File: src/rtl/regfile_wport_arbiter.sv
// Shares the RegFile write port between writeback (always wins) and a queued aux requester.
// Optional forwarding outputs are enabled by defining REGFILE_ARB_FWD_EN.
module regfile_wport_arbiter #(
    parameter int unsigned DEPTH        = 2,
    parameter int unsigned STARVE_LIMIT = 4
) (
    input  logic        clk,
    input  logic        rst,
    input  logic        wb_we,
    input  logic [4:0]  wb_addr,
    input  logic [31:0] wb_data,
    input  logic        aux_valid,
    output logic        aux_ready,
    input  logic [4:0]  aux_addr,
    input  logic [31:0] aux_data,
    output logic        rf_we,
    output logic [4:0]  rf_wa,
    output logic [31:0] rf_wd,
    input  logic [4:0]  chk_addr1,
    input  logic [4:0]  chk_addr2,
    output logic        busy1,
    output logic        busy2,
`ifdef REGFILE_ARB_FWD_EN
    output logic        fwd1_hit,
    output logic        fwd2_hit,
    output logic [31:0] fwd1_data,
    output logic [31:0] fwd2_data,
`endif
    output logic        stall_req
);

    localparam int unsigned PW = (DEPTH > 1) ? $clog2(DEPTH) : 1;
    localparam int unsigned CW = $clog2(DEPTH + 1);
    localparam int unsigned SW = $clog2(STARVE_LIMIT + 1);

    logic [4:0]       addr_q [DEPTH];
    logic [31:0]      data_q [DEPTH];
    logic [DEPTH-1:0] valid_q, valid_d;
    logic [PW-1:0]    rd_ptr_q, rd_ptr_d, wr_ptr_q, wr_ptr_d;
    logic [CW-1:0]    count_q, count_d;
    logic [SW-1:0]    starve_q, starve_d;
    logic             stall_q;

    logic wb_act, full, empty, aux_acc, aux_live, pop, bypass, push, head_ok;

    assign wb_act    = wb_we && (wb_addr != '0);
    assign full      = (count_q == CW'(DEPTH));
    assign empty     = (count_q == '0);
    assign aux_ready = !full;
    assign aux_acc   = aux_valid && !full;
    assign aux_live  = aux_acc && (aux_addr != '0);
    assign pop       = !wb_act && !empty;
    assign bypass    = !wb_act && empty && aux_live;
    assign push      = aux_live && !bypass;
    assign head_ok   = valid_q[rd_ptr_q];
    assign stall_req = stall_q;

    // An invalidated head still consumes the port cycle; the next entry waits a cycle.
    always_comb begin
        rf_we = 1'b0;
        rf_wa = '0;
        rf_wd = '0;
        if (!rst) begin
            if (wb_act) begin
                rf_we = 1'b1;
                rf_wa = wb_addr;
                rf_wd = wb_data;
            end else if (pop && head_ok) begin
                rf_we = 1'b1;
                rf_wa = addr_q[rd_ptr_q];
                rf_wd = data_q[rd_ptr_q];
            end else if (bypass) begin
                rf_we = 1'b1;
                rf_wa = aux_addr;
                rf_wd = aux_data;
            end
        end
    end

    // WAW kill first, then the younger aux enqueue may set its own slot valid.
    always_comb begin
        valid_d = valid_q;
        for (int unsigned i = 0; i < DEPTH; i++) begin
            if (wb_act && (addr_q[i] == wb_addr)) valid_d[i] = 1'b0;
        end
        if (pop)  valid_d[rd_ptr_q] = 1'b0;
        if (push) valid_d[wr_ptr_q] = 1'b1;

        rd_ptr_d = pop  ? rd_ptr_q + PW'(1) : rd_ptr_q;
        wr_ptr_d = push ? wr_ptr_q + PW'(1) : wr_ptr_q;
        count_d  = count_q + CW'(push) - CW'(pop);

        if (empty || pop)
            starve_d = '0;
        else if (head_ok && (starve_q != SW'(STARVE_LIMIT)))
            starve_d = starve_q + SW'(1);
        else
            starve_d = starve_q;
    end

    always_ff @(posedge clk or posedge rst) begin
        if (rst) begin
            valid_q  <= '0;
            rd_ptr_q <= '0;
            wr_ptr_q <= '0;
            count_q  <= '0;
            starve_q <= '0;
            stall_q  <= 1'b0;
        end else begin
            valid_q  <= valid_d;
            rd_ptr_q <= rd_ptr_d;
            wr_ptr_q <= wr_ptr_d;
            count_q  <= count_d;
            starve_q <= starve_d;
            stall_q  <= (starve_d == SW'(STARVE_LIMIT));
        end
    end

    always_ff @(posedge clk) begin
        if (push) begin
            addr_q[wr_ptr_q] <= aux_addr;
            data_q[wr_ptr_q] <= aux_data;
        end
    end

    // Scan oldest to youngest so the last match is the youngest entry.
    logic [PW-1:0] idx;
    logic [31:0]   hit1_data, hit2_data;
    always_comb begin
        busy1     = 1'b0;
        busy2     = 1'b0;
        hit1_data = '0;
        hit2_data = '0;
        idx       = '0;
        for (int unsigned k = 0; k < DEPTH; k++) begin
            idx = rd_ptr_q + PW'(k);
            if (valid_q[idx] && (chk_addr1 != '0) && (addr_q[idx] == chk_addr1)) begin
                busy1     = 1'b1;
                hit1_data = data_q[idx];
            end
            if (valid_q[idx] && (chk_addr2 != '0) && (addr_q[idx] == chk_addr2)) begin
                busy2     = 1'b1;
                hit2_data = data_q[idx];
            end
        end
    end

`ifdef REGFILE_ARB_FWD_EN
    assign fwd1_hit  = busy1;
    assign fwd2_hit  = busy2;
    assign fwd1_data = hit1_data;
    assign fwd2_data = hit2_data;
`else
    logic unused_hit;
    assign unused_hit = ^{hit1_data, hit2_data};
`endif

endmodule

File: config.mk
export PLATFORM = sky130hd
export DESIGN_NAME = regfile_wport_arbiter
export DESIGN_NICKNAME = d
export VERILOG_FILES = /design/src/rtl/regfile_wport_arbiter.sv
export SDC_FILE = /design/constraint.sdc
export NUM_CORES = 1
export LEC_CHECK = 0
export CAP_MARGIN = 20
export CORE_AREA = 2 2 122 124
export CTS_BUF_LIST = sky130_fd_sc_hd__clkbuf_4
export DETAILED_ROUTE_END_ITERATION = 8
export DIE_AREA = 0 0 124 126
export PLACE_DENSITY = 0.69
export RECOVER_POWER = 25
export SETUP_SLACK_MARGIN = 0.2
export SLEW_MARGIN = 20
export SYNTH_ARGS = -nofsm -noshare
export SYNTH_HDL_FRONTEND = slang
export SYNTH_SLANG_ARGS = --single-unit
File: constraint.sdc
create_clock -name clk -period 2.9 [get_ports clk]
set_input_delay 0.58 -clock clk [delete_from_list [all_inputs] [get_ports clk]]
set_output_delay 0.58 -clock clk [all_outputs]
set_load 0.1 [all_outputs]
==> flow_metrics.py <==
metrics = {
    "outcome": {
        "outcome": "complete, but fails checks",
        "violations": "setup timing",
    },
    "layout": {
        "layout-area-overhead-vs-synth_pct": 90.7,
        "drive_above_1_share_pct": 47.6,
        "finalNetCount": 674,
        "final_area_um2": 8510,
        "fillers": 1119,
        "utilization_pct": 59.4,
        "final_cells": 771,
    },
    "setup_path": {
        "startpoint_type": "input port",
        "max_stage_delay_ns": 0.57,
        "crit_family": "buffers and inverters",
        "critPathRequiredTime_ns": 2.32,
        "slowest_stage": "or4_4",
        "worst-r2r-cell-count": 8,
        "r2r_slack_ns": 1.12,
        "worstPathMaxFanout": 5,
        "path_buf_inv": 6,
        "path_cells": "buf_6, or4_4, o21ai_4, buf_6, buf_6, buf_8, buf_16, o21ai_4, a21oi_4, nor2_4, buf_12",
        "crit_arrival_ns": 2.36,
        "end_kind": "output port",
        "crit_path_frequent_cell": "buf_6",
        "critPathKind": "input port to output port",
        "cp.depth": 11,
    },
    "routing": {
        "wl_met3_um": 881,
        "drt_wl_total_um": 14900,
        "vias": 3991,
        "vias_per_cell": 5.18,
        "dr.max_layer_used": "met4",
        "drt_pass1_iterations": 4,
        "final_antenna_net_count": 0,
        "wl_met1_um": 5970,
        "drc": 0,
        "drt_iter0_markers": 195,
        "avgRoutedWirePerCell_um": 19.3,
        "wl_met2_um": 7670,
    },
    "yosys": {
        "synth_top_area_share_pct": 49.8,
        "synth_area_leader_cell": "edfxtp_1",
        "syn_area_um2": 4460,
        "synth.distinct_cells": 36,
        "ys_warn_count": 0,
        "synth_area_per_cell_um2": 11.2,
        "synth_seq_cells": 84,
        "yosysSeqAreaShare_pct": 55.4,
        "synthesis.nets": 492,
        "syn_inst": 400,
        "synthTopCellsByArea": "edfxtp_1 50%, mux2i_1 9.9%, o21ai_0 8.1%",
    },
    "grt": {
        "grt_pass1_vias": 4423,
        "grt_usage_pct": 19.4,
        "grt_overflow": 0,
        "antenna_found_initial": 1,
        "grt_max_degree": 35,
        "grt_pass1_wl_um": 23100,
    },
    "job": {
        "max-cap-violations": 0,
    },
    "clocking": {
        "cts.sinks": 84,
        "clock_latency_ns": 0.42,
        "htree_levels": 3,
        "path_clk_slew_ns": 0.13,
        "cts_max_path_buffers": 2,
        "root_buffer": "clkbuf_4",
        "cts.hold.buffers_added": 0,
        "cts_tree": "yes",
        "cts_inserted_buffers": 9,
    },
    "die": {
        "core_um2": 14300,
        "die_w_um": 124,
        "ioPinCount": 130,
        "rows": 44,
        "die_h_um": 126,
        "dieArea_um2": 15600,
        "start_util_pct": 31.2,
    },
    "timing": {
        "rsz0062_at_grt": "yes",
        "period_needed_ns": 2.94,
        "hold_viol_final": 0,
        "worst_pin_slew_ns": 0.429,
        "skew_ns": 0.0166,
        "slew_headroom_pct": 71.4,
        "worst_slack_ns": -0.0440,
        "finalSetupViolations": 23,
        "final_max_slew_viol_count": 0,
        "finalCritPeriodShare_pct": 102,
        "clock.fmax_ghz": 0.340,
    },
    "min_path": {
        "hold_depth": 2,
        "hold_class": "input port to flip-flop",
    },
    "placed_design": {
        "place_hpwl_um": 9170,
        "dp.cells": 726,
        "portBuffers": 129,
        "finalWeightedCongestion": 0.863,
        "place_area_um2": 7000,
        "dp_slack_ns": -0.416,
    },
    "power_and_ir_drop": {
        "powerDensity_nw_per_um2": 827,
        "peakVddDrop_mv": 0.504,
        "finalPower_mw": 7.03,
        "p_leak_nw": 2.94,
    },
}
cells in the mapped netlist (all sizes together):
cell type,count
a21bo,1
a21o,1
a21oi,34
a31o,2
a41oi,1
and2,1
buf,6
clkbuf,19
dfrtp,10
edfxtp,74
ha,4
inv,6
mux2,1
mux2i,44
nand2,4
nand3,8
nand4,4
nor2,45
nor2b,1
nor3,6
nor4,3
o21a,2
o21ai,73
o311ai,5
o41ai,2
or2,2
or3,1
or4,4
xnor2,21
xor2,15
sequential cells by signal, summed over array words and instances, names as in the netlist:
register   count
count_q        2
data_q        64
wr_ptr_q       1
valid_q        2
addr_q        10
stall_req      1
starve_q       3
rd_ptr_q       1
final cells by class:
| type | instances | area [um^2] | area share, % |
|---|---|---|---|
| diodes | 1 | 2.50 | 0.0294 |
| clock buffers | 11 | 82.6 | 0.971 |
| clock inverters | 4 | 75.1 | 0.882 |
| inverters | 6 | 22.5 | 0.265 |
| multi-input cells | 285 | 3060 | 35.9 |
| flip-flops and latches | 84 | 2470 | 29.1 |
| well taps | 184 | 230 | 2.71 |
| repair buffers | 196 | 2560 | 30.1 |
placed cells by master, fill, tap and decap left out, drive strengths merged:
cell and n:
buf 109, edfxtp 74, o21ai 73, clkdlybuf4s50 60, nor2 45, mux2i 44
a21oi 34, xnor2 21, dlygate4sd3 19, clkbuf 18, xor2 15, dfrtp 10
nand3 8, inv 6, nor3 6, o311ai 5, nand4 4, nand2 4
ha 4, or4 4, nor4 3, a31o 2, o41ai 2, bufinv 2
clkinvlp 2, o21a 2, or2 2, diode 1, nor2b 1, a21bo 1
or3 1, and2 1, a21o 1, a41oi 1, mux2 1, clkdlybuf4s25 1
path summary, 6_finish.rpt:
kind,startpoint,endpoint
min in group asynchronous,rst,count_q[0]$_DFF_PP0_
worst max register to register,count_q[1]$_DFF_PP0_,count_q[1]$_DFF_PP0_
worst max-delay path,wb_addr[4],rf_wd[12]
worst min register to register,wr_ptr_q$_DFFE_PP0N_,wr_ptr_q$_DFFE_PP0N_
worst min-delay path,aux_addr[1],addr_q[1][1]$_DFFE_PP_
max in group asynchronous,rst,rd_ptr_q$_DFFE_PP0N_
kinds of logic after synthesis:
group | count (synthesis) | share of synthesized area, %
AO/OA/AOI/OAI | 121 | 15.1
flip-flops | 84 | 55.4
AND/OR/NAND/NOR | 79 | 8.30
multiplexers | 45 | 10.1
XOR/XNOR | 36 | 7.07
buffers and inverters | 31 | 2.86
adder cells (fa/ha/maj) | 4 | 1.12
where the power goes:
group | switching (mW) | total [mW] | internal, mW | leakage, nW
combinational | 2.68 | 4.51 | 1.83 | 2.05
clock | 0.388 | 0.753 | 0.365 | 0.0792
sequential | 0.153 | 1.77 | 1.62 | 0.807
routing by layer:
metal  vias up  track usage [%]
li1       1868                -
met1      1959             24.1
met3        24             4.30
met2       140             32.5
met5         -                0
met4         0             7.87
per-stage QoR:
step	setup TNS, ns	hold WS, ns
after floorplan	-12.06	0.468
after global placement	-12.37	0.510
after detailed placement	-13.40	0.520
after CTS	-0.464	0.463
after global routing	-2.12	0.536
final	-0.487	0.545
what timing repair did:
action                                  CTS  global route
resized for setup                       253            36
buffers inserted                         16             3
pin swaps                                56            19
endpoints found under the setup margin   40            40
cloned                                   10             0
(Power assumes the default switching activity.)
==> RTL edit, RTL diff (same flow settings) <==
The parameter `STARVE_LIMIT` goes from 4 to 8.
--- a/src/rtl/regfile_wport_arbiter.sv
+++ b/src/rtl/regfile_wport_arbiter.sv
@@ -2,7 +2,7 @@
 // Optional forwarding outputs are enabled by defining REGFILE_ARB_FWD_EN.
 module regfile_wport_arbiter #(
     parameter int unsigned DEPTH        = 2,
-    parameter int unsigned STARVE_LIMIT = 4
+    parameter int unsigned STARVE_LIMIT = 8
 ) (
     input  logic        clk,
     input  logic        rst,
Function: changed (Yosys sat finds a counterexample within 10 cycles, from zero or initial values and one cycle with rst high).
==> RTL edit against the original RTL <==
The flow still finishes with violations (negative setup slack); count of clock-buffer cells in the layout shrank 1; combinational power up 14%; register-to-register slack lost 0.39 ns; design area grew 6.0%; fmax is 1.4% higher; synthesized cell count grew 3.8%; via count increased by 5.4%; sequential cell count grew 1; routed wire length increased by 8.9%; total power up 10%; area after synthesis is 3.6% higher; sequential share of layout area shrank 1.4 points; clock skew is 0.0014 ns lower; worst setup slack better by 0.040 ns.
==> RTL edit: results (changes against the original RTL) <==
- Met1 usage: 0.254 (+0.0137)
- DRT Pass-1 Iters: 4 (unchanged)
- ANT cells: 0 (-1)
- Clk slew on worst S/H paths: 0.14 ns
- Post-route insts no fill: 798 (+3.5%)
- GRT Total Usage: 0.208 (+0.0145)
- CTS H-tree depth: 3 (unchanged)
- Status: finished, violations left
- DR iter-0 viols: 208 (+6.7%)
- Via density: 5.27 (+1.8%)
- Placed cell count: 735 (+1.2%)
- Largest cells by area after synthesis: edfxtp_1, mux2i_1, dfrtp_1
- Sequential share of the synthesized area: 0.540 (-0.0141)
- Worst Path Arrival: 2.32 ns (-0.04 ns)
- Flop pwr share: 0.231 (-0.021)
- Initial antenna violation count: 0 (-1)
- Number of global-route vias before repair: 4,607 (+4.2%)
- Worst ir drop on vdd: 0.492 mV (-2.2%)
- HPWL Detailed: 9470 um (+3.3%)
- Leak: 3.19 nW (+8.5%)
- Post-Synthesis Cells: 415 (+3.8%)
- Drt wl/cell: 20.3 um (+5.2%)
- Total power: 7.77 mW (+10%)
- GR Layer Usage met3: 0.0349 (-0.00815)
- Top Layer Used: met4
- Largest net degree at the start of global routing: 21 (-40%)
- Filler instances: 1,041 (-7.0%)
- Library cells used by synthesis: 43 (+19%)
- Biggest regs: data_q: 64 flops, addr_q: 10 flops, starve_q: 4 flops
- Setup WS post-layout: -0.00363 ns (+0.0404 ns)
- Placer Congestion: 0.847 (-1.8%)
- Area post-placement: 7210 um2 (+3.0%)
- Clock buffer depth: 2 (unchanged)
- Final-report setup violation count: 1 (-96%)
- Synth top cells by count: edfxtp_1, nor3_1, a21oi_1, nor2_1, mux2i_1
- PortBufs: 129 (unchanged)
- Wire length on met2: 8530 um (+11%)
- Ys async rst share: 0.129 (+0.0104)
- YS warnings: 0 (unchanged)
- Setup TNS: -0.00363 ns (+0.483 ns)
- Layout cells sized above 1: 0.472 (-0.00380)
- Hold Path Class: in -> async
- Wire length on met3: 914 um (+3.7%)
- Comb power: 5.12 mW (+14%)
- First-pass GRT wire length: 24,500 um (+6.1%)
- Worst Path Max Fanout: 8 (+3)
- Clock skew: 0.0152 ns (-0.00138 ns)
- DP Worst Slack: -0.272 ns (+0.144 ns)
- WL met1: 6350 um (+6.4%)
- Met2 usage: 0.361 (+0.0362)
- Pint: 4.30 mW (+13%)
- Fin nets: 701 (+4.0%)
- Violations in the final reports: negative setup slack
- Synthesized Nets: 507 (+3.0%)
- Slew @ Worst Pin: 0.655 ns (+0.225 ns)
RTL edit: cell types whose count changed after synthesis, sizes merged, moves of 5 or more:
cell	unedited run	this run
nor3	6	45
o21ai	73	44
a21oi	34	41
o311ai	5	0
clkbuf	19	6
buf	6	20
RTL edit: critical path, cell delays in order, from the launching register on:
cell and delay (ns):
dfrtp_2 0.46, buf_4 0.14, mux2_4 0.31, o21ai_4 0.23, clkbuf_16 0.29, o21ai_4 0.07, a21oi_4 0.14, nor3_4 0.06
buf_12 0.19
RTL edit: final cells by class:
| cell class | count | area (um2) | share of cell area |
|---|---|---|---|
| tap | 184 | 230 | 0.0255 |
| clock inverter | 6 | 111 | 0.0124 |
| multi-input combinational | 294 | 3240 | 0.359 |
| clock buffer | 10 | 75.1 | 0.00833 |
| inverter | 10 | 37.5 | 0.00416 |
| sequential | 85 | 2500 | 0.277 |
| timing repair buffer | 209 | 2820 | 0.313 |
RTL edit: worst paths after layout:
kind                        startpoint           end  slack (ns)  depth (start not counted)
setup / recovery              rd_ptr_q     rf_wd[15]      -0.004                          8
hold / removal                     rst   starve_q[1]        0.41                          2
setup reg to reg            count_q[1]  data_q[1][9]        0.73                          6
hold reg to reg               wr_ptr_q      wr_ptr_q        0.57                          1
max in group asynchronous          rst      rd_ptr_q        2.15                          2
min in group clk           aux_addr[1]  addr_q[0][1]        0.56                          2
RTL edit: cell families after synthesis:
logic type      synth area share
flops                      0.540
simple gates               0.121
compound gates             0.115
xor+xnor                  0.0644
mux                        0.102
buf+inv                   0.0465
fa+ha+maj                 0.0108
RTL edit: repair_timing:
item	in CTS	in global routing
gates cloned	14	4
pin swaps	76	5
setup endpoints to repair	40	40
gates resized for setup	259	18
buffers inserted	28	1
